### src/rtl/vrased_reset_ctrl.sv
// VRASED reset controller: turns monitor violations into an MCU reset held for HOLD_CYCLES,
// then waits for the core to reach RESET_HANDLER. Optional episode counter: VRASED_VIOL_COUNT_EN.
module vrased_reset_ctrl #(
  parameter logic [7:0]  HOLD_CYCLES   = 8'd16,
  parameter logic [15:0] RESET_HANDLER = 16'h0000
) (
  input  logic        i_clk,
  input  logic        i_rst,
  input  logic [15:0] i_pc,
  input  logic [3:0]  i_viol,
  output logic        o_sys_reset,
  output logic [3:0]  o_cause,
  output logic [7:0]  o_viol_count,
  output logic [1:0]  o_state
);

  typedef enum logic [1:0] {
    ST_RUN     = 2'b00,
    ST_HOLD    = 2'b01,
    ST_WAIT_RH = 2'b10,
    ST_BAD     = 2'b11
  } state_t;

  localparam logic [7:0] HOLD_RELOAD = HOLD_CYCLES - 8'd1;

  state_t     r_state;
  state_t     w_next_state;
  logic [7:0] r_hcnt;
  logic [7:0] w_next_hcnt;
  logic [3:0] r_cause;
  logic [3:0] w_next_cause;
  logic       w_any_viol;

  assign w_any_viol = |i_viol;

  // Reset must reach the MCU in the same cycle the violation appears, not one clock later.
  assign o_sys_reset = (r_state == ST_HOLD) | w_any_viol;

  always_comb begin
    w_next_state = r_state;
    w_next_hcnt  = r_hcnt;
    w_next_cause = r_cause;
    case (r_state)
      ST_RUN: begin
        if (w_any_viol) begin
          w_next_state = ST_HOLD;
          w_next_hcnt  = HOLD_RELOAD;
          w_next_cause = i_viol;
        end
      end
      ST_HOLD: begin
        if (w_any_viol) begin
          w_next_hcnt  = HOLD_RELOAD;
          w_next_cause = r_cause | i_viol;
        end else if (r_hcnt == 8'd0) begin
          w_next_state = ST_WAIT_RH;
        end else begin
          w_next_hcnt = r_hcnt - 8'd1;
        end
      end
      ST_WAIT_RH: begin
        // A violation wins over reaching the handler.
        if (w_any_viol) begin
          w_next_state = ST_HOLD;
          w_next_hcnt  = HOLD_RELOAD;
          w_next_cause = r_cause | i_viol;
        end else if (i_pc == RESET_HANDLER) begin
          w_next_state = ST_RUN;
        end
      end
      default: begin
        w_next_state = ST_HOLD;
        w_next_hcnt  = HOLD_RELOAD;
      end
    endcase
  end

  always_ff @(posedge i_clk) begin
    if (i_rst) begin
      r_state <= ST_HOLD;
      r_hcnt  <= HOLD_RELOAD;
      r_cause <= 4'h0;
    end else begin
      r_state <= w_next_state;
      r_hcnt  <= w_next_hcnt;
      r_cause <= w_next_cause;
    end
  end

`ifdef VRASED_VIOL_COUNT_EN
  logic [7:0] r_viol_count;
  logic       w_count_inc;

  // Only a fresh episode out of RUN counts; re-triggers extend the same episode.
  assign w_count_inc = (r_state == ST_RUN) && w_any_viol;

  always_ff @(posedge i_clk) begin
    if (i_rst) begin
      r_viol_count <= 8'h00;
    end else if (w_count_inc && (r_viol_count != 8'hFF)) begin
      r_viol_count <= r_viol_count + 8'd1;
    end
  end

  assign o_viol_count = r_viol_count;
`else
  assign o_viol_count = 8'h00;
`endif

  assign o_cause = r_cause;
  assign o_state = r_state;

endmodule

### config.mk
export PLATFORM = sky130hd
export DESIGN_NAME = vrased_reset_ctrl
export DESIGN_NICKNAME = d
export VERILOG_FILES = /design/src/rtl/vrased_reset_ctrl.sv
export SDC_FILE = /design/constraint.sdc
export NUM_CORES = 1
export LEC_CHECK = 0
export BUFFER_PORTS_ARGS = -buffer_cell sky130_fd_sc_hd__buf_2
export CAP_MARGIN = 20
export CORE_MARGIN = 2
export CORE_UTILIZATION = 49
export DETAILED_ROUTE_END_ITERATION = 10
export PLACE_DENSITY = 0.84
export SETUP_SLACK_MARGIN = 0.2
export SLEW_MARGIN = 25
export SYNTH_ARGS = -nofsm -noshare
export SYNTH_HDL_FRONTEND = slang
export SYNTH_SLANG_ARGS = --single-unit
### constraint.sdc
create_clock -name i_clk -period 4.3 [get_ports i_clk]
set_clock_uncertainty 0.05 [all_clocks]
set_input_delay 0.43 -clock i_clk [delete_from_list [all_inputs] [get_ports i_clk]]
set_output_delay 0.43 -clock i_clk [all_outputs]
set_load 0.03 [all_outputs]
==> impl_metrics.prom <==
# TYPE chip_impl_metric gauge
chip_impl_info{name="run_status",value="completed"} 1
chip_impl_metric{name="synth_seq_area_share",unit="%"} 32.99
chip_impl_metric{name="die_y",unit="um"} 45.64
chip_impl_metric{name="ant_nets",unit=""} 0
chip_impl_info{name="critical_path.endpoint",value="r_hcnt[0]$_SDFFE_PP1P_"} 1
chip_impl_info{name="hold_start",value="i_rst"} 1
chip_impl_info{name="rsz0062_at_grt",value="false"} 1
chip_impl_metric{name="number_of_global_route_vias_before_repair",unit=""} 765
chip_impl_metric{name="final-max-slew-violation-count",unit=""} 0
chip_impl_metric{name="drtPass1Iterations",unit=""} 7
chip_impl_metric{name="post_cts_resize_count",unit=""} 0
chip_impl_metric{name="post_cts_buffers",unit=""} 0
chip_impl_metric{name="layout-drive-gt1-share",unit="%"} 26.87
chip_impl_metric{name="multiInputGateArea",unit="um^2"} 508.0
chip_impl_info{name="worst_setup_path_end_kind",value="flop"} 1
chip_impl_info{name="synthMostInstantiatedCell",value="sky130_fd_sc_hd__dfxtp_1"} 1
chip_impl_metric{name="drc",unit=""} 0
chip_impl_metric{name="clock_sinks",unit=""} 14
chip_impl_info{name="hp-class",value="input port to flop"} 1
chip_impl_metric{name="fill_cells",unit=""} 150
chip_impl_metric{name="port-buffer-count",unit=""} 28
chip_impl_metric{name="synthesis.yosys.warnings",unit=""} 0
chip_impl_metric{name="drv.max_cap_violation_count",unit=""} 0
chip_impl_metric{name="clk_pin_slew",unit="ns"} 0.09
chip_impl_metric{name="io_pins",unit=""} 37
chip_impl_metric{name="min_tclk_post_route",unit="ns"} 1.912
chip_impl_metric{name="finalWeightedCongestion",unit=""} 0.7699
chip_impl_metric{name="worstPathArrival",unit="ns"} 2.03
chip_impl_metric{name="period_share",unit="%"} 44.47
chip_impl_metric{name="synth.top_cell.area_share",unit="%"} 32.99
chip_impl_metric{name="mappedNetlistArea",unit="um^2"} 849.6
chip_impl_info{name="startpoint_type_of_the_worst_setup_path",value="flop"} 1
chip_impl_metric{name="timing.hold.ws",unit="ns"} 0.3887
chip_impl_metric{name="initial_core_util",unit="%"} 50.86
chip_impl_metric{name="worstSkewPairLatency",unit="ns"} 0.29
chip_impl_metric{name="vdd.ir_drop.worst",unit="uV"} 202.2
chip_impl_metric{name="placed_cells",unit=""} 147
chip_impl_info{name="timing.rr.end",value="r_hcnt[0]$_SDFFE_PP1P_"} 1
chip_impl_info{name="tritoncts_clock_tree",value="done"} 1
chip_impl_metric{name="fin_util",unit="%"} 60.15
chip_impl_metric{name="area_growth_syn_to_layout",unit="%"} 18.26
chip_impl_metric{name="placement_rows",unit=""} 15
chip_impl_metric{name="grt_overflow",unit=""} 0
chip_impl_metric{name="hold_viol",unit=""} 0
chip_impl_metric{name="final_nets",unit=""} 161
chip_impl_metric{name="detailroute.via_count",unit=""} 809
chip_impl_metric{name="ctsHoldBuffers",unit=""} 0
chip_impl_metric{name="synth.lib_cells_used.distinct",unit=""} 34
chip_impl_metric{name="routed_wire_length",unit="um"} 1762
chip_impl_metric{name="final_setup_vio_count",unit=""} 0
chip_impl_metric{name="power_density",unit="mW/mm^2"} 286.9
chip_impl_metric{name="cts_htree_levels",unit=""} 1
chip_impl_metric{name="max_clock_freq",unit="GHz"} 0.5229
chip_impl_metric{name="synth-seq-cells",unit=""} 14
chip_impl_info{name="worst_r2r_startpoint",value="o_state[1]$_SDFFE_PP0P_"} 1
chip_impl_info{name="ys_top_cells_by_area",value="sky130_fd_sc_hd__dfxtp_1 (33%), sky130_fd_sc_hd__buf_4 (7.1%), sky130_fd_sc_hd__ha_1 (5.9%), sky130_fd_sc_hd__nor2_1 (5.7%), sky130_fd_sc_hd__xor2_1 (5.2%)"} 1
chip_impl_metric{name="wire_per_inst",unit="um"} 11.67
chip_impl_metric{name="setup_slack",unit="ns"} 2.388
chip_impl_metric{name="numCtsBuffers",unit=""} 3
chip_impl_metric{name="die_area",unit="mm^2"} 0.002083
chip_impl_info{name="synth_largest_area_cell",value="sky130_fd_sc_hd__dfxtp_1"} 1
chip_impl_metric{name="final-seq-area",unit="um^2"} 280.3
chip_impl_metric{name="drt_iter0_markers",unit=""} 7
chip_impl_metric{name="worst_reg2reg_path_depth",unit=""} 7
chip_impl_info{name="source_of_the_critical_timing_path",value="o_state[1]$_SDFFE_PP0P_"} 1
chip_impl_metric{name="antenna-diode-count",unit=""} 0
chip_impl_metric{name="track_usage",unit="%"} 19.44
chip_impl_info{name="path_class",value="flop to flop"} 1
chip_impl_metric{name="die_w",unit="um"} 45.64
chip_impl_metric{name="r2r_slack",unit="ns"} 2.39
chip_impl_info{name="cell_types_with_the_highest_counts_after_synthesis",value="sky130_fd_sc_hd__dfxtp_1 (14), sky130_fd_sc_hd__nor2_1 (13), sky130_fd_sc_hd__buf_4 (8), sky130_fd_sc_hd__nand2_1 (8)"} 1
chip_impl_metric{name="grt_antenna_before_repair",unit=""} 0
chip_impl_metric{name="layoutNonFillerInstCount",unit=""} 151
chip_impl_metric{name="core_area",unit="mm^2"} 0.001670
chip_impl_metric{name="hpwlAfterDp",unit="um"} 1412
chip_impl_metric{name="via_per_inst",unit=""} 5.358
chip_impl_metric{name="timing.critical_path.fanout_max",unit=""} 5
chip_impl_metric{name="number_of_enable_type_register_cells_in_the_synthesized_netlist",unit=""} 0
chip_impl_metric{name="avgSynthCellArea",unit="um^2"} 8.091
chip_impl_metric{name="fin_tns_setup",unit="ns"} 0
chip_impl_info{name="clock_tree.root_cell",value="sky130_fd_sc_hd__clkbuf_4"} 1
chip_impl_metric{name="synth_async_sr_flop_share",unit="%"} 0
chip_impl_info{name="yosys_most_used_dff",value="sky130_fd_sc_hd__dfxtp_1"} 1
chip_impl_metric{name="synth_cells",unit=""} 105
chip_impl_metric{name="cts-root-to-sink-buffers",unit=""} 2
chip_impl_metric{name="grt_pass1_wl",unit="um"} 2960
chip_impl_metric{name="grt_max_degree",unit=""} 11
chip_impl_metric{name="leakage_power_figure",unit="nW"} 0.4571
chip_impl_metric{name="worst_ep_required",unit="ns"} 4.42
chip_impl_metric{name="dp_slack",unit="ns"} 2.291
-- how the worst min path moves through the flow --
stage | depth (start not counted) | slack [ns] | endpoint
2_1_floorplan | 2 | 0.41 | r_hcnt[1]$_SDFFE_PP1P_
3_3_place_gp | 2 | 0.44 | r_hcnt[1]$_SDFFE_PP1P_
3_5_place_dp | 2 | 0.45 | r_hcnt[1]$_SDFFE_PP1P_
4_1_cts | 2 | 0.38 | o_cause[3]$_SDFFE_PP0P_
5_1_grt | 2 | 0.41 | o_cause[3]$_SDFFE_PP0P_
6_report | 2 | 0.39 | o_cause[3]$_SDFFE_PP0P_
-- registers in the layout, indices dropped and copies added, names as in the netlist --
name	cells
o_cause	4
o_state	2
r_hcnt	8
-- worst max-delay path: stages, from the launching register on --
cell and delay [ns]:
sky130_fd_sc_hd__dfxtp_1 0.33, sky130_fd_sc_hd__inv_1 0.11, sky130_fd_sc_hd__ha_1 0.25, sky130_fd_sc_hd__nor4b_1 0.41
sky130_fd_sc_hd__nand3_1 0.13, sky130_fd_sc_hd__a21oi_1 0.28, sky130_fd_sc_hd__xnor2_1 0.15, sky130_fd_sc_hd__nand2_1 0.07
-- logic make-up (layout without fill, tap and decap cells) --
kind of cell	count (synthesis)	count (layout)	synth area share (%)
other	1	8	0.4414
AO/OA/AOI/OAI	13	13	10.16
buffers and inverters	15	37	10.31
AND/OR/NAND/NOR	51	51	32.99
XOR/XNOR	7	7	7.217
adder cells (fa/ha/maj)	4	4	5.891
flip-flops	14	14	32.99
-- layout make-up --
type	count	share of cell area, %
flip-flops and latches	14	27.90
well taps	17	2.117
repair buffers	28	13.95
clock buffers	4	3.611
inverters	5	1.868
multi-input cells	83	50.56
-- power breakdown --
group | internal, mW | switching [mW]
Sequential | 0.134 | 0.00265
Combinational | 0.0182 | 0.0364
Clock | 0.0516 | 0.0454
Total | 0.204 | 0.0844
-- metrics by stage --
stage	instance area [um^2]	total power, mW
global route	1005	0.3022
detailed placement	968.4	0.1940
global placement	968.4	0.1924
CTS	1005	0.2903
floorplan	875.8	0.1810
finish	1005	0.2882
-- routing by layer --
| metal | up-vias | GRT usage (%) | wire, um |
|---|---|---|---|
| met5 | - | 0 | 0 |
| met1 | 359 | 22.33 | 785 |
| met4 | 0 | 3.529 | 9 |
| met3 | 2 | 7.143 | 127 |
| li1 | 412 | - | - |
| met2 | 36 | 34.37 | 839 |
-- placed cells by master (no fill, tap or decap), types with 3 or more instances in the layout --
cell type	n
sky130_fd_sc_hd__buf_2	28
sky130_fd_sc_hd__dfxtp_1	14
sky130_fd_sc_hd__nor2_1	13
sky130_fd_sc_hd__nand2_1	8
sky130_fd_sc_hd__conb_1	8
sky130_fd_sc_hd__nor3_1	6
sky130_fd_sc_hd__a21oi_1	6
sky130_fd_sc_hd__inv_1	5
sky130_fd_sc_hd__xor2_1	5
sky130_fd_sc_hd__or4_1	4
sky130_fd_sc_hd__ha_1	4
sky130_fd_sc_hd__nand3_1	3
sky130_fd_sc_hd__nor4_1	3
sky130_fd_sc_hd__clkbuf_4	3
No activity file was read; power rests on OpenSTA's default activity.
